File: src/rtl/cbm2_bus_sequencer_pkg.sv
// CBM-II bus sequencer shared types and default timing constants.
package cbm2_pkg;

   localparam int PHASE_CLKS_DEF     = 16;
   localparam int REQ_AT_DEF         = 2;
   localparam int REFRESH_CYCLES_DEF = 15;

   typedef enum logic [1:0] {
      ACC_IDLE,
      ACC_WAIT,
      ACC_DONE
   } acc_state_t;

endpackage

File: src/rtl/cbm2_bus_sequencer_if.sv
// SDRAM request/acknowledge bundle between the bus sequencer and the controller.
interface cbm2_bus_sequencer_if;

   logic        sdram_req;
   logic        sdram_we;
   logic [24:0] sdram_addr;
   logic [7:0]  sdram_din;
   logic        sdram_refresh;
   logic        sdram_ack;
   logic [7:0]  sdram_dout;

   modport master (
      output sdram_req, sdram_we, sdram_addr, sdram_din, sdram_refresh,
      input  sdram_ack, sdram_dout
   );

   modport slave (
      input  sdram_req, sdram_we, sdram_addr, sdram_din, sdram_refresh,
      output sdram_ack, sdram_dout
   );

endinterface

File: src/rtl/cbm2_bus_sequencer_refresh.sv
// DRAM refresh interval counter; issues a refresh in the first free video slot.
module cbm2_refresh_timer
   import cbm2_pkg::*;
#(
   parameter int REFRESH_CYCLES = REFRESH_CYCLES_DEF
) (
   input  logic clk_sys,
   input  logic reset,
   input  logic sys_wrap,
   input  logic slot_free,
   output logic refresh
);

   localparam int RW = $clog2(REFRESH_CYCLES + 1);

   logic [RW-1:0] refcnt;
   logic          pending;
   logic          issue;

   assign pending = refcnt == RW'(REFRESH_CYCLES);
   assign issue   = pending && slot_free;

   always_ff @(posedge clk_sys) begin
      if (reset) begin
         refcnt  <= '0;
         refresh <= 1'b0;
      end else begin
         refresh <= issue;
         if (issue)
            refcnt <= '0;
         else if (sys_wrap && !pending)
            refcnt <= refcnt + RW'(1);
      end
   end

endmodule

File: src/rtl/cbm2_bus_sequencer.sv
// CBM-II master bus-cycle generator: video/CPU slots, SDRAM handshake, refresh.
module cbm2_bus_sequencer
   import cbm2_pkg::*;
#(
   parameter int PHASE_CLKS     = PHASE_CLKS_DEF,
   parameter int REQ_AT         = REQ_AT_DEF,
   parameter int REFRESH_CYCLES = REFRESH_CYCLES_DEF
) (
   input  logic        clk_sys,
   input  logic        reset,
   input  logic        pause,
   input  logic        model,
   input  logic        cs_ram,
   input  logic [24:0] systemAddr,
   input  logic        systemWe,
   input  logic [7:0]  cpuDo,
   output logic        phase,
   output logic        cpuCycle,
   output logic        vidCycle,
   output logic        enableCpu,
   output logic        enableVid,
   output logic [7:0]  ramData,
   output logic        ramLate,
   cbm2_bus_sequencer_if.master sdram
);

   localparam int CW = $clog2(PHASE_CLKS);

   logic [CW-1:0] cnt;
   logic          pause_l;
   logic          last;
   logic          sys_wrap;
   logic          sample;
   logic          req_now;
   logic          slot_free;
   logic          stale;
   logic          acc_ack;
   logic          acc_late;
   acc_state_t    state;
   acc_state_t    state_nx;

   assign last      = cnt == CW'(PHASE_CLKS - 1);
   assign sys_wrap  = last && phase;
   assign sample    = cnt == CW'(REQ_AT - 1);
   assign req_now   = sample && (vidCycle || cpuCycle) && cs_ram;
   assign slot_free = sample && vidCycle && (model || !cs_ram) && !req_now;
   assign enableCpu = cpuCycle && last;
   assign enableVid = vidCycle && last;

   always_ff @(posedge clk_sys) begin
      if (reset) begin
         cnt      <= '0;
         phase    <= 1'b0;
         vidCycle <= 1'b1;
         cpuCycle <= 1'b0;
         pause_l  <= 1'b0;
      end else begin
         cnt <= last ? '0 : cnt + CW'(1);
         if (sys_wrap)
            pause_l <= pause;
         if (last) begin
            phase    <= ~phase;
            vidCycle <= phase;
            cpuCycle <= ~phase & ~pause_l;
         end
      end
   end

   // Registered so the strobe and its address appear together at cnt == REQ_AT.
   always_ff @(posedge clk_sys) begin
      if (reset) begin
         sdram.sdram_req  <= 1'b0;
         sdram.sdram_we   <= 1'b0;
         sdram.sdram_addr <= '0;
         sdram.sdram_din  <= '0;
      end else begin
         sdram.sdram_req <= req_now;
         if (req_now) begin
            sdram.sdram_addr <= systemAddr;
            sdram.sdram_we   <= systemWe;
            sdram.sdram_din  <= cpuDo;
         end
      end
   end

   always_ff @(posedge clk_sys) begin
      if (reset) begin
         state   <= ACC_IDLE;
         ramData <= 8'hFF;
         ramLate <= 1'b0;
         stale   <= 1'b0;
      end else begin
         state <= state_nx;
         if (acc_ack && !sdram.sdram_we)
            ramData <= sdram.sdram_dout;
         else if (acc_late)
            ramData <= 8'hFF;
         if (acc_late)
            ramLate <= 1'b1;
         // A timed-out access still owes one ack; swallow it.
         if (acc_late)
            stale <= 1'b1;
         else if (sdram.sdram_ack)
            stale <= 1'b0;
      end
   end

   always_comb begin
      state_nx = state;
      acc_ack  = 1'b0;
      acc_late = 1'b0;
      unique case (state)
         ACC_IDLE: begin
            if (sdram.sdram_req)
               state_nx = ACC_WAIT;
         end
         ACC_WAIT: begin
            if (sdram.sdram_ack && !stale) begin
               acc_ack  = 1'b1;
               state_nx = ACC_DONE;
            end else if (cnt == CW'(PHASE_CLKS - 2)) begin
               acc_late = 1'b1;
               state_nx = ACC_DONE;
            end
         end
         ACC_DONE: begin
            if (last)
               state_nx = ACC_IDLE;
         end
         default: state_nx = ACC_IDLE;
      endcase
   end

   cbm2_refresh_timer #(
      .REFRESH_CYCLES(REFRESH_CYCLES)
   ) u_refresh (
      .clk_sys  (clk_sys),
      .reset    (reset),
      .sys_wrap (sys_wrap),
      .slot_free(slot_free),
      .refresh  (sdram.sdram_refresh)
   );

endmodule

File: src/flat_wrapper.sv
// flat-port wrapper written by rule: the top's interface ports become plain ports
module cbm2_bus_sequencer_flat import cbm2_pkg::*;
#(
   parameter int PHASE_CLKS     = PHASE_CLKS_DEF,
   parameter int REQ_AT         = REQ_AT_DEF,
   parameter int REFRESH_CYCLES = REFRESH_CYCLES_DEF
)
  (clk_sys, reset, pause, model, cs_ram, systemAddr, systemWe, cpuDo, phase, cpuCycle, vidCycle, enableCpu, enableVid, ramData, ramLate, sdram_sdram_req, sdram_sdram_we, sdram_sdram_addr, sdram_sdram_din, sdram_sdram_refresh, sdram_sdram_ack, sdram_sdram_dout);
  cbm2_bus_sequencer_if sdram_i ();
  input  logic clk_sys;
  input  logic reset;
  input  logic pause;
  input  logic model;
  input  logic cs_ram;
  input  logic [24:0] systemAddr;
  input  logic systemWe;
  input  logic [7:0] cpuDo;
  output logic phase;
  output logic cpuCycle;
  output logic vidCycle;
  output logic enableCpu;
  output logic enableVid;
  output logic [7:0] ramData;
  output logic ramLate;
  output wire logic [$bits(sdram_i.sdram_req)-1:0] sdram_sdram_req;
  output wire logic [$bits(sdram_i.sdram_we)-1:0] sdram_sdram_we;
  output wire logic [$bits(sdram_i.sdram_addr)-1:0] sdram_sdram_addr;
  output wire logic [$bits(sdram_i.sdram_din)-1:0] sdram_sdram_din;
  output wire logic [$bits(sdram_i.sdram_refresh)-1:0] sdram_sdram_refresh;
  input wire logic [$bits(sdram_i.sdram_ack)-1:0] sdram_sdram_ack;
  input wire logic [$bits(sdram_i.sdram_dout)-1:0] sdram_sdram_dout;
  assign sdram_sdram_req = sdram_i.sdram_req;
  assign sdram_sdram_we = sdram_i.sdram_we;
  assign sdram_sdram_addr = sdram_i.sdram_addr;
  assign sdram_sdram_din = sdram_i.sdram_din;
  assign sdram_sdram_refresh = sdram_i.sdram_refresh;
  assign sdram_i.sdram_ack = sdram_sdram_ack;
  assign sdram_i.sdram_dout = sdram_sdram_dout;
  cbm2_bus_sequencer #(.PHASE_CLKS(PHASE_CLKS), .REQ_AT(REQ_AT), .REFRESH_CYCLES(REFRESH_CYCLES)) u_core (.clk_sys(clk_sys), .reset(reset), .pause(pause), .model(model), .cs_ram(cs_ram), .systemAddr(systemAddr), .systemWe(systemWe), .cpuDo(cpuDo), .phase(phase), .cpuCycle(cpuCycle), .vidCycle(vidCycle), .enableCpu(enableCpu), .enableVid(enableVid), .ramData(ramData), .ramLate(ramLate), .sdram(sdram_i));
endmodule
File: config.mk
export PLATFORM = sky130hd
export DESIGN_NAME = cbm2_bus_sequencer_flat
export DESIGN_NICKNAME = d
export VERILOG_FILES = /design/src/rtl/cbm2_bus_sequencer_pkg.sv /design/src/rtl/cbm2_bus_sequencer_if.sv /design/src/rtl/cbm2_bus_sequencer_refresh.sv /design/src/rtl/cbm2_bus_sequencer.sv /design/src/flat_wrapper.sv
export SDC_FILE = /design/constraint.sdc
export NUM_CORES = 1
export LEC_CHECK = 0
export BUFFER_PORTS_ARGS = -buffer_cell sky130_fd_sc_hd__buf_2
export CORE_ASPECT_RATIO = 1.2
export CORE_UTILIZATION = 48
export CTS_CLUSTER_SIZE = 20
export DETAILED_ROUTE_END_ITERATION = 10
export PLACE_DENSITY = 0.79
export SYNTH_ARGS = -nofsm -noshare
export SYNTH_HDL_FRONTEND = slang
export SYNTH_SLANG_ARGS = --single-unit
File: constraint.sdc
create_clock -name clk_sys -period 1.9 [get_ports clk_sys]
set_input_delay 0.19 -clock clk_sys [delete_from_list [all_inputs] [get_ports clk_sys]]
set_output_delay 0.19 -clock clk_sys [all_outputs]
set_load 0.02 [all_outputs]
Word level (Yosys, flattened, before mapping) --
Index checks and enable logic that the tools add are counted.
Cells by class: add/subtract/negate cells 2, multipliers 0, divide/modulo/power cells 0, $lt $le $gt $ge 0, equal/unequal tests 9, shift-type cells 0, mux-type cells 14, bitwise operators 3, reductions and logical operators 25
Operators by type and width (number):
- $mux 8 | 2
- $eq 4x4->1 const B | 3
- $logic_and 1x1->1 | 12
- $add 4x1->4 const B | 2
- $mux 2 | 4
- $mux 1 | 7
- $pmux 2 s3 | 1
- $logic_not 1->1 | 5
- $eq 4x1->1 const B | 1
- $ne 2x1->1 const B | 2
- $reduce_bool 2->1 | 2
- $reduce_or 2->1 | 2
- $ne 3x1->1 const B | 1
- $reduce_and 3->1 | 1
- $eq 2x1->1 const B | 1
- $eq 2x2->1 const B | 1
- $logic_not 2->1 | 1
- $logic_or 1x1->1 | 2
- $not 1->1 | 2
- $and 1x1->1 | 1
Word-level totals: register bits after elaboration 60, latch bits 0, bits in writable memories 0, ROM bits 0, bits of input ports 48, output and inout port bits 50, word-level logic and storage cells 68, memories kept 0

Logic depth before layout (Yosys ltp) --
depth in word-level cells 7, depth in mapped cells 7, mapped depth without buffers 5

Hierarchy --
A second synthesis with hierarchy kept.
Unflattened totals: cell total of the unflattened synthesis 285, area, all modules 2447.3 µm²
Modules (own cells, without submodules):
- cbm2_bus_sequencer | times used 1, cells an instance 261, area each 2227.1 µm², seq. area each 1101.1 µm²
- cbm2_refresh_timer | times used 1, cells an instance 24, area each 220.2 µm², seq. area each 100.1 µm²

Worst setup path after synthesis --
OpenSTA, ideal clock, no wires.
path kind flip-flop to flip-flop, from register u_core.cnt[0], to register u_core.sdram.sdram_addr[14], setup time 0.132 ns, arrival time 1.327 ns, required time 1.768 ns, setup slack 0.441 ns, stages on the path, launching flop included 7, buffers on the path 2, clock period less this slack 1.459 ns, cells stage by stage dfxtp_1 > ha_1 > or3b_1 > buf_6 > buf_6 > o21ai_1 > a21oi_1
On the way: cells in the longest elaborated chain, start to end 3
Ends and longest elaborated chain:
- start, declared | line cbm2_bus_sequencer.sv:29 | logic [CW-1:0] cnt;
- start signal, assigned | line cbm2_bus_sequencer.sv:58 | cnt <= last ? '0 : cnt + CW'(1);
- $eq 4x1->1 | line cbm2_bus_sequencer.sv:44 | assign sample = cnt == CW'(REQ_AT - 1);
- $logic_and 1x1->1 (2 in series) | line cbm2_bus_sequencer.sv:45 | assign req_now = sample && (vidCycle || cpuCycle) && cs_ram;
- end signal, assigned | line cbm2_bus_sequencer.sv:79 | sdram.sdram_addr <= systemAddr;
- end, declared | line cbm2_bus_sequencer_if.sv:13 | output sdram_req, sdram_we, sdram_addr, sdram_din, sdram_refresh,
Every way passes these cells. A chain may end at the register's enable or synchronous reset.

Worst setup path after layout --
from register u_core.cnt[0], to output port enableVid
On the way: cells in the longest elaborated chain, start to end 2
Ends and longest elaborated chain:
- $eq 4x4->1 | line cbm2_bus_sequencer.sv:42 | assign last = cnt == CW'(PHASE_CLKS - 1);
- $logic_and 1x1->1 | line cbm2_bus_sequencer.sv:48 | assign enableVid = vidCycle && last;
- end, declared | line flat_wrapper.sv:22 | output logic enableVid;
Every way passes these cells.

==> qor.csv <==
stage,metric,value,unit
logic_synthesis,synthCells,284,
die,core,4940,um2
drt,wirelength,5998,um
sta,finalCritPeriodShare,93.65,%
layout,fin_util,64.87,%
drt,drt-wirelength-per-cell,13.60,um
global_routing,grt_pass1_vias,2079,
layout,finalNetCount,429,
setup_path,r2r_start,u_core.cnt[0]$_SDFF_PP0_,
logic_synthesis,synth_adder_area_share,2.035,%
logic_synthesis,synth_top_area_share,48.83,%
global_routing,grtUsageTotal,22.54,%
clock_tree,clk-insertion-delay-late,330,ps
logic_synthesis,syn_area,2460,um2
clock_tree,cts_tree,yes,
layout,seq_area,1201,um2
sta,worst_slew_pin_slew,597.8,ps
sta,setup_tns,0,ps
logic_synthesis,synth_top_area_cell,dfxtp_1,
drt,antenna_left,0,
setup_path,r2r_slack,330,ps
setup_path,crit_type,reg2out,
drt,drt-vias-per-instance,5.381,
place,gp_congestion,0.8362,
global_routing,antenna_found_initial,0,
logic_synthesis,ys_seq_area_share,48.83,%
sta,slew_violations,0,
clock_tree,clock_sinks,60,
min_path,hold_path.class,in2reg,
die,floorplan.initialDensity,49.80,%
sta,skew,8.126,ps
sta,hold_viol,0,
status,status,completed,
sta,maxSlewHeadroom,60.15,%
setup_path,endpoint_kind,output port,
die,fp-row-count,28,
setup_path,crit_fanout,6,
layout,area_delta_synth_final,30.26,%
drt,drtIter0Drc,111,
place,post-place-ws,285.3,ps
min_path,hold_depth,3,
logic_synthesis,synthXorXnorAreaFrac,0.7121,%
sta,fmax,562.0,MHz
layout,drive_above_1_share,33.07,%
global_routing,grt_pass1_wl,9045,um
setup_path,cp_data_arrival_time,1590,ps
global_routing,grt_max_degree,32,
pwr,power_density,947.8,nW/um2
clock_tree,clk_pin_slew,70,ps
sta,setup_ws,120.7,ps
place,hpwl,4134,um
die,fp.dieW,67.35,um
pwr,p_leak,1.452,nW
die,dieArea,5416,um2
min_path,hp-start,sdram_sdram_dout[0],
setup_path,r2r_end,u_core.u_refresh.refcnt[0]$_SDFFE_PP0P_,
layout,fillers,440,
sta,setup_viol,0,
setup_path,start_kind,flop,
logic_synthesis,synthesis.nets,336,
clock_tree,numCtsBuffers,9,
drt,drc,0,
setup_path,required,1710,ps
place,port_buffers,96,
logic_synthesis,synth_top_family_by_area,compound AO/OA/AOI/OAI gates,
clock_tree,cts-hold-fix-buffers,0,
drt,drtPass1Iterations,4,
logic_synthesis,syn_avg_cell_area,8.661,um2
pwr,ir_drop,723.2,uV
global_routing,overflow,0,
setup_path,r2r_cells,4,
flow_run,drv_cap,0,
pwr,total_power,0.003037,W
logic_synthesis,ys.warnings.count,0,
logic_synthesis,netlist_top_cells_area,"dfxtp_1, a21oi_1, nand3_1",
logic_synthesis,yosys.area_share.simple,17.24,%
layout,antenna_cells,0,
die,fp.dieH,80.42,um
sta,rsz0062_at_grt,no,
clock_tree,cts_htree_levels,3,
drt,num_vias,2373,
logic_synthesis,synth_compound_area_share,22.48,%
clock_tree,cts.path.max_buffers,2,
logic_synthesis,ys_types,40,
layout,multi_input_area,1051,um2
clock_tree,cts_root_buf,clkbuf_8,
logic_synthesis,synth_mux_area_share,0,%
sta,post-route-min-period,1779,ps
min_path,hold_end,u_core.ramData[0]$_SDFFE_PP1P_,
logic_synthesis,synth_seq_cells,60,
die,io_pins,98,
==> synth_stat cells <==
cell type and n:
nor3_2 1, nor3b_1 1, a21oi_1 45, nor2_1 3, a41oi_1 1, nor3b_4 1
and3_1 3, and3b_1 1, nand2b_1 2, inv_1 21, and2_1 2, o21ai_1 29
or3b_1 1, a21boi_0 1, nand3_1 38, clkbuf_2 1, or3_1 2, or4_1 1
ha_1 4, o21ai_2 1, buf_4 1, o21ai_0 8, o21a_1 1, nand4_1 2
dfxtp_1 60, nand3b_1 3, o22ai_1 1, buf_6 5, and4_1 1, xnor2_1 2
a41o_1 1, nor3_1 6, clkbuf_1 11, buf_2 5, nand2_1 5, a31oi_1 1
a32oi_1 8, a211oi_1 1, nor2b_1 2, a21bo_2 1
==> kinds of logic after synthesis <==
logic type | Yosys count
adder cells (fa/ha/maj) | 4
flip-flops | 60
buffers and inverters | 44
AO/OA/AOI/OAI | 99
AND/OR/NAND/NOR | 75
XOR/XNOR | 2
==> routing by layer <==
| layer | up-vias | routed length (um) | GRT usage [%] |
|---|---|---|---|
| li1 | 1196 | - | - |
| met1 | 1103 | 2792 | 26.76 |
| met2 | 69 | 2817 | 37.10 |
| met3 | 5 | 304 | 5.966 |
| met4 | 0 | 83 | 10.43 |
| met5 | - | 0 | 0 |
==> sequential cells by signal (all words and copies together), names as in the netlist, 2 cells and up <==
signal	count
u_core.u_refresh.refcnt	4
u_core.cnt	4
u_core.ramData	8
u_core.state	2
u_core.sdram.sdram_din	8
u_core.sdram.sdram_addr	25
==> critical path: stages, from the launching register on <==
cell	delay (ps)
dfxtp_1	410
ha_2	260
and3_1	280
and2_1	150
buf_2	150
==> cell type report <==
cell class | instances | area share (%)
inverters | 21 | 2.460
repair buffers | 105 | 17.49
flip-flops and latches | 60 | 37.49
clock buffers | 10 | 4.295
clock inverters | 5 | 3.124
multi-input cells | 180 | 32.80
well taps | 60 | 2.343
==> report_power, final <==
group	leakage, nW	internal, W	switching, W
clock network	0.122	0.000895	0.000483
registers	0.487	0.00130	0.0000258
logic	0.843	0.000128	0.000206
total	1.45	0.00232	0.000715
==> cells in the final DEF, fill, tap and decap left out, drive strengths merged <==
cell type,n
bufinv,3
a31oi,1
a21oi,45
o22ai,1
and3,3
buf,105
a21bo,1
clkinv,2
nand3b,3
a41oi,1
a32oi,8
or4,1
a21boi,1
nand2b,2
a211oi,1
and4,1
dfxtp,60
nand4,2
nor2b,2
a41o,1
nor3b,2
nand2,5
nor2,3
ha,4
o21a,1
or3,2
nand3,38
inv,21
xnor2,2
or3b,1
and2,2
o21ai,38
nor3,7
clkbuf,10
and3b,1
==> timing repair <==
action	in CTS	in global routing
endpoints found under the setup margin	0	2
buffers inserted	0	0
gates resized for setup	0	1
==> through the flow <==
step,cells,cell area (um2),hold slack [ps]
global placement,426,2964,424.9
finish,441,3204,85.81
detailed placement,426,2964,427.0
CTS,441,3202,71.16
floorplan,284,2460,317.3
global route,441,3204,77.59
==> how the worst max path moves through the flow <==
| stage | cells past startpoint | to | from |
|---|---|---|---|
| global placement | 4 | u_core.u_refresh.refcnt[0]$_SDFFE_PP0P_ | u_core.cnt[0]$_SDFF_PP0_ |
| finish | 4 | enableVid | u_core.cnt[0]$_SDFF_PP0_ |
| global route | 4 | enableCpu | u_core.cnt[0]$_SDFF_PP0_ |
| detailed placement | 4 | u_core.u_refresh.refcnt[0]$_SDFFE_PP0P_ | u_core.cnt[0]$_SDFF_PP0_ |
| CTS | 4 | enableVid | u_core.cnt[0]$_SDFF_PP0_ |
| floorplan | 6 | u_core.sdram.sdram_addr[14]$_SDFFE_PP0P_ | u_core.cnt[0]$_SDFF_PP0_ |
Note: power is estimated with default switching activity, not from simulation.
